<file path="src/rtl/load_extend_ctrl.sv">
// Sub-word load sequencer: alignment check, word-aligned req/ack fetch, lane select and extension.
// Optional macro LOAD_TIMEOUT_EN adds a bounded wait for mem_ack.
module load_extend_ctrl #(
  parameter int BIG_ENDIAN     = 1,
  parameter int TIMEOUT_CYCLES = 255
) (
  input  logic        clk,
  input  logic        reset,
  input  logic        start,
  input  logic [2:0]  op,
  input  logic [31:0] addr,
  output logic        mem_req,
  output logic [31:0] mem_addr,
  input  logic        mem_ack,
  input  logic [31:0] mem_rdata,
  output logic        busy,
  output logic        done,
  output logic [31:0] result,
  output logic        err
);

  typedef enum logic [1:0] {IDLE, REQ, DONE} state_t;

  state_t     state;
  logic [2:0] op_q;
  logic [1:0] off_q;

  if (TIMEOUT_CYCLES < 1 || TIMEOUT_CYCLES > 65535) begin : g_bad_timeout
    $error("TIMEOUT_CYCLES out of range 1..65535");
  end

`ifdef LOAD_TIMEOUT_EN
  localparam logic [15:0] WAIT_LAST = 16'(TIMEOUT_CYCLES - 1);
  logic [15:0] wait_cnt;
`endif

  function automatic logic cmd_fault(input logic [2:0] o, input logic [1:0] a);
    case (o)
      3'b000, 3'b100: cmd_fault = 1'b0;
      3'b001, 3'b101: cmd_fault = a[0];
      3'b011:         cmd_fault = (a != 2'b00);
      default:        cmd_fault = 1'b1;
    endcase
  endfunction

  // lane counts bytes from bit 0; big-endian offsets map to the mirrored lane
  function automatic logic [31:0] extend(input logic [2:0] o, input logic [1:0] off,
                                         input logic [31:0] w);
    logic [1:0]  lane;
    logic [7:0]  b;
    logic [15:0] h;
    lane = (BIG_ENDIAN != 0) ? ~off : off;
    case (lane)
      2'd0:    b = w[7:0];
      2'd1:    b = w[15:8];
      2'd2:    b = w[23:16];
      default: b = w[31:24];
    endcase
    h = lane[1] ? w[31:16] : w[15:0];
    case (o)
      3'b000:  extend = {{24{b[7]}}, b};
      3'b001:  extend = {{16{h[15]}}, h};
      3'b100:  extend = {24'd0, b};
      3'b101:  extend = {16'd0, h};
      default: extend = w;
    endcase
  endfunction

  always_ff @(posedge clk or posedge reset) begin
    if (reset) begin
      state    <= IDLE;
      op_q     <= 3'd0;
      off_q    <= 2'd0;
      mem_req  <= 1'b0;
      mem_addr <= 32'd0;
      busy     <= 1'b0;
      done     <= 1'b0;
      result   <= 32'd0;
      err      <= 1'b0;
`ifdef LOAD_TIMEOUT_EN
      wait_cnt <= 16'd0;
`endif
    end else begin
      case (state)
        IDLE: begin
          done <= 1'b0;
          err  <= 1'b0;
          if (start) begin
            busy <= 1'b1;
            if (cmd_fault(op, addr[1:0])) begin
              done   <= 1'b1;
              err    <= 1'b1;
              result <= 32'd0;
              state  <= DONE;
            end else begin
              op_q     <= op;
              off_q    <= addr[1:0];
              mem_addr <= {addr[31:2], 2'b00};
              mem_req  <= 1'b1;
              state    <= REQ;
`ifdef LOAD_TIMEOUT_EN
              wait_cnt <= 16'd0;
`endif
            end
          end
        end
        REQ: begin
          // ack beats a timeout landing on the same cycle
          if (mem_ack) begin
            result  <= extend(op_q, off_q, mem_rdata);
            mem_req <= 1'b0;
            done    <= 1'b1;
            err     <= 1'b0;
            state   <= DONE;
          end
`ifdef LOAD_TIMEOUT_EN
          else if (wait_cnt == WAIT_LAST) begin
            result  <= 32'd0;
            mem_req <= 1'b0;
            done    <= 1'b1;
            err     <= 1'b1;
            state   <= DONE;
          end else begin
            wait_cnt <= wait_cnt + 16'd1;
          end
`endif
        end
        DONE: begin
          done  <= 1'b0;
          err   <= 1'b0;
          busy  <= 1'b0;
          state <= IDLE;
        end
        default: state <= IDLE;
      endcase
    end
  end

endmodule

</file>
<file path="config.mk">
export PLATFORM = sky130hd
export DESIGN_NAME = load_extend_ctrl
export DESIGN_NICKNAME = d
export VERILOG_FILES = /design/src/rtl/load_extend_ctrl.sv
export SDC_FILE = /design/constraint.sdc
export NUM_CORES = 1
export LEC_CHECK = 0
export BUFFER_PORTS_ARGS = -buffer_cell sky130_fd_sc_hd__buf_2
export CORE_MARGIN = 5
export CORE_UTILIZATION = 49
export DETAILED_ROUTE_END_ITERATION = 10
export PLACE_DENSITY = 0.8
export SLEW_MARGIN = 20
export SYNTH_ARGS = -nofsm -noshare
export SYNTH_HDL_FRONTEND = slang
export SYNTH_SLANG_ARGS = --single-unit
</file>
<file path="constraint.sdc">
create_clock -name clk -period 2.75 [get_ports clk]
set_input_delay 0.275 -clock clk [delete_from_list [all_inputs] [get_ports clk]]
set_output_delay 0.275 -clock clk [all_outputs]
set_load 0.02 [all_outputs]
</file>
Word-level counts from Yosys, hierarchy flattened
Cells that the tools add are included.

Equality and inequality tests: 15. Mux-type cells: 25. Divide/modulo/power cells: 0. Order comparisons: 0. Shift-type cells: 0. Multipliers: 0. Bitwise gates (word level): 2. Reductions and logical operators: 16. Add/subtract/negate cells: 0.

Operators with widths (number): $pmux 32 s4 (1); $mux 32 (3); $pmux 32 s2 (1); $pmux 8 s3 (1); $mux 16 (1); $eq 3x3->1 const B (4); $mux 1 (9); $pmux 1 s3 (3); $ne 2x2->1 const B (4); $reduce_and 4->1 (2); $eq 3x1->1 const B (2); $logic_not 3->1 (2); $mux 2 (3); $reduce_and 2->1 (3); $reduce_bool 2->1 (3); $eq 2x1->1 const B (2); $eq 2x2->1 const B (2); $logic_not 2->1 (2); $pmux 1 s2 (2); $pmux 2 s2 (1); $reduce_or 2->1 (2); $eq 3x2->1 const B (1); $reduce_and 3->1 (1); $reduce_bool 3->1 (1); other kinds (2) (2).

Flip-flop bits (word level): 73. Bits in latches: 0. Bits in writable memories: 0. Output and inout bits: 68. Memory bits (read-only): 0. Memories kept: 0.

Depth between registers and ports, before layout
Word-level depth: 8. Depth in mapped cells: 8. Depth with buffers taken out: 6.

Least setup slack after synthesis
No wires, ideal clock.

Path kind: reg-to-reg. Start point: reg off_q[0]. End point: reg result[16]. Data arrival time: 1706 ps. Required time: 2628 ps. Setup slack: 922 ps. Cell stages (with the launch flop): 7. Library setup time: 122 ps. Cells stage by stage: dfrtp_1 > buf_2 > mux2_2 > o21ai_2 > o221ai_2 > buf_2 > a32o_1.

Word-level cells in the longest chain between the ends: 6. Elaborated cells on any way between the ends: 8. Those cells by class: 2 x eq/ne; 4 x mux; 1 x bitwise; 1 x reduce/logical.

RTL lines: start: declaration (RTL line 26) `logic [1:0] off_q;`; start signal: assignment (RTL line 97) `off_q <= addr[1:0];`; $not 2->2 * (RTL line 52) `lane = (BIG_ENDIAN != 0) ? ~off : off;`; $eq 2x2->1 (tied with other cells) (RTL line 53) `case (lane)`; $pmux 8 s3 * (RTL line 53); $pmux 32 s4 * (RTL line 60) `case (o)`; $mux 32 * (RTL line 109) `if (mem_ack) begin`; $pmux 32 s2 * (RTL line 84) `case (state)`; end signal: assignment (RTL line 110) `result <= extend(op_q, off_q, mem_rdata);`; end: declaration (RTL line 18) `output logic [31:0] result,`.

Mark *: on every way between the ends. The rest lies on a longest branch, timed or not. The select of a mux whose other input is x is not followed. A chain may end at the register's enable or synchronous reset.

Final worst setup path
Start point: reg off_q[0]. End point: reg result[25].

Same word-level chain as after synthesis.

==> results.md <==
- The maximum number of pins on one net before global-route repair is slightly above 70.
- The adder and majority gate portion of the synthesized area is 1.40%.
- The clock slew seen by the registers of the worst setup and hold paths is approximately 90 ps.
- The total routing resource utilization after global routing is between 20% and 30%.
- The count of final max-slew check failures came to 0.
- Global routing finished with a remaining overflow of 0.
- The wire length of the first global-routing pass is roughly 16 mm.
- The post-route netlist has between 40% and 50% of its cells at a drive strength greater than 1.
- The compound-cell area share of the yosys netlist is approximately a fifth.
- Dividing the final minimum period by the clock period gives roughly 79%.
- The critical path data required time is roughly 3000 ps.
- The kind of end point of the critical path is a flip-flop.
- The worst clock skew is 9.81 ps.
- The routed design has around 9.9 mm of wire.
- The final weighted congestion in routability-driven placement is 0.812.
- The final HPWL from detailed placement is approximately 7.3 mm.
- The flow ran to the end, and the final reports show no timing, DRC or antenna violations.
- The post-synthesis sequential element count is 73.
- The worst hold path startpoint is addr[5].
- The number of cell instances on the worst register-to-register path is 4.
- In the layout the commonest cells are 136 x buf_2, 73 x dfrtp_1, 33 x mux2_2.
- The residual DRC count is 0.
- The number of global-route vias before repair is about 3,200.
- Each instance of the synthesized netlist takes up on average between 10 and 15 um^2.
- TritonCTS built the clock tree.
- The longest clock path from root to sink contains 2 buffers.
- The largest family of logic cells by synthesized area is compound AO/OA/AOI/OAI gates.
- The number of hold-slack violations in the final timing report is 0.
- The number of input and output port buffers inserted is ~140.
- The overall via count from detail_route is a little over 3,000.
- The placeable core area is around 7000 um^2.
- The maximum achievable frequency is 460 MHz.
- The setup slack of the most critical reg-to-reg path is roughly 580 ps.
- The power consumption is just over 5 mW.
- The number of clock buffers added by TritonCTS is 9.
- In this run, synthesis inferred 0 flip-flops with an integrated enable.
- In the final design database the tool counted 514 nets.
- The critical path starts at off_q[0]$_DFFE_PP0P_.
- For the worst-skew pair, the clock arrives at the later sink with an insertion delay of between 300 and 400 ps.
- The total area of multi-input combinational cells is about 1600 um^2.
- In this run the remaining antenna-violating nets after routing total 0.
- The number of primary I/O pins is between 100 and 150.
- The violation count after the first detailed-route iteration is about 210.
- The die covers 9100 um^2.
- The total inserted antenna cells is 0.
- Counting every sink on the clock net gives 73.
- The horizontal die dimension is ~95 um.
- The actual slew at the worst max-slew pin is about 880 ps.
- After detailed routing, the number of vias per cell comes to 5.71.
- The Yosys warning count is 0.
- The final critical delay including setup and external delays is about 2200 ps.
- The placement-stage cell area is 4330 um^2.
- The static power due to leakage is about 2.2 nW.
- The count of max-cap constraint violations is 0.
- Dividing total power by cell area gives a power density of ~1100 nW/um^2.
- In this run the critical register-to-register path is captured at result[25]$_DFFE_PP0P_.
- The initial antenna violation count is 0.
- The path with the worst hold slack has its endpoint at mem_addr[5]$_DFFE_PP0P_.
- Setup violations remaining at the end of the flow were counted as 0.
- The critical path in this run is classified as reg2reg.
- In this run the tightest slew margin relative to its limit is 41.4%.
- VDD sags by at most 0.796 mV.
- In the final timing run, aggregate negative setup slack is 0 ps.
- After synthesis, the share of cell area in mux cells is 13.8%.
- The starting density of the core is 49.8%.
- The xor/xnor cell area share of the yosys netlist is 0%.
- The netlist area before placement is roughly 3600 um^2.
- The fraction of synthesis flops using an asynchronous set or reset pin is 100%.
- The tightest min-delay check is of the in2reg type.
- In this run the core area contains 31 standard-cell rows.
- The root buffer selected by CTS is clkbuf_8.
- The count of TritonRoute iterations in the first routing pass is 4.
- For this run, the leading register cell type out of synthesis is dfrtp_1.
- The CTS H-tree depth is 3.
- The library cell used most frequently in the layout, excluding fill and tap cells, is buf_2.
- From synthesis to final layout, the design area changed by 27.7%.
- The post-detailed-route wirelength per cell is about 18 um.
- The sequential fraction of the synthesis area is about half.
- The hold-critical path depth is 2.
- Setup repair after global routing left no endpoint under its margin.
- The worst setup path is launched from a flip-flop.
- The critical-path maximum fanout is 16.
- The arrival time at the worst endpoint is 2460 ps.
- Synthesis produced a netlist whose cell count is about 300.
- The count of fill cells added during filler insertion is 603.
- In this run, distinct cell masters in the synthesized netlist total 44.
- The height of the die is roughly 95 um.
- The finished cells cover 4560 um^2.
- Summing all flip-flop and latch instances after layout gives 1830 um^2.
- The area share of and/or/nand/nor cells after synthesis is under 10%.
- In this run the critical register-to-register path is launched from off_q[0]$_DFFE_PP0P_.
layout make-up:
type / count / share of cell area [%]
Multi-Input combinational cell: 202 / 34.9
Clock inverter: 7 / 2.22
Inverter: 8 / 0.658
Sequential cell: 73 / 40.0
Tap cell: 99 / 2.72
Clock buffer: 9 / 2.72
Timing Repair Buffer: 145 / 16.7
stage by stage:
step                      cells  utilization (%)  setup WS (ps)  hold WS [ps]
after floorplan             307                -            622           392
after global placement      526             60.3            688           125
after detailed placement    526             60.3            628           126
after CTS                   543             63.6            591           139
after global routing        543             63.6            470           133
final                       543             63.6            576           151
what timing repair did:
item,in CTS,in global routing
resized for setup,0,0
setup buffers,0,0
hold buffers,1,0
setup endpoints to repair,0,0
endpoints found under the hold margin,2,0
registers in the layout, summed over array words and instances (netlist names):
signal,count
err,1
mem_addr,30
op_q,3
off_q,2
mem_req,1
state,2
result,32
done,1
busy,1
synthesized netlist by cell type (2+ instances only):
library cell   n  share of area [%]
ha_1           4                1.4
dfrtp_1       73                 51
inv_1          7               0.74
a22o_1         7                1.7
and3_1         2               0.35
a32o_1        20                5.6
o31ai_1        4               0.84
or4_1          2               0.42
buf_6          4                1.3
a21oi_1        4               0.56
buf_2          7               0.98
o221ai_1      11                2.7
o21ai_0       24                3.4
mux2_2        33                 10
nor2_1        10                1.1
nand2b_1      19                3.3
nand2_1       20                2.1
a22oi_1        8                1.7
mux2i_1       10                2.8
buf_4          4               0.84
clkbuf_1       9               0.95
mux2_1         2               0.63
cells by family after synthesis:
logic type,Yosys count
buffers and inverters,32
and+or+nand+nor,59
muxes,45
adders and majority gates,4
AOI/OAI and AO/OA,92
DFF,73
other,1
critical path, cell delays in order, from the launching register on:
cell      delay [ps]
dfrtp_1          480
nand2b_1         210
a311o_1          460
o221ai_2         670
a32o_1           300
where the power goes:
part | internal (mW) | leakage (nW) | total (mW) | switching [mW]
sequential | 1.48 | 0.931 | 1.75 | 0.266
clock | 0.518 | 0.106 | 0.951 | 0.432
combinational | 0.940 | 1.18 | 2.49 | 1.55
per-layer routing:
metal  up-vias  share of wire, %  global-route usage [%]
met5         -                 0                       0
met4         0              0.72                    5.69
met3         7                12                    8.60
met2       149                48                    37.3
met1      1533                40                    27.6
li1       1414                 -                       -
worst max-delay path by stage:
stage	to	depth (start not counted)
3_3_place_gp	result[26]$_DFFE_PP0P_	4
5_1_grt	mem_addr[3]$_DFFE_PP0P_	6
3_5_place_dp	result[23]$_DFFE_PP0P_	4
2_1_floorplan	busy$_DFFE_PP0P_	1
6_report	result[25]$_DFFE_PP0P_	4
4_1_cts	mem_addr[25]$_DFFE_PP0P_	6
(Power assumes the default switching activity.)
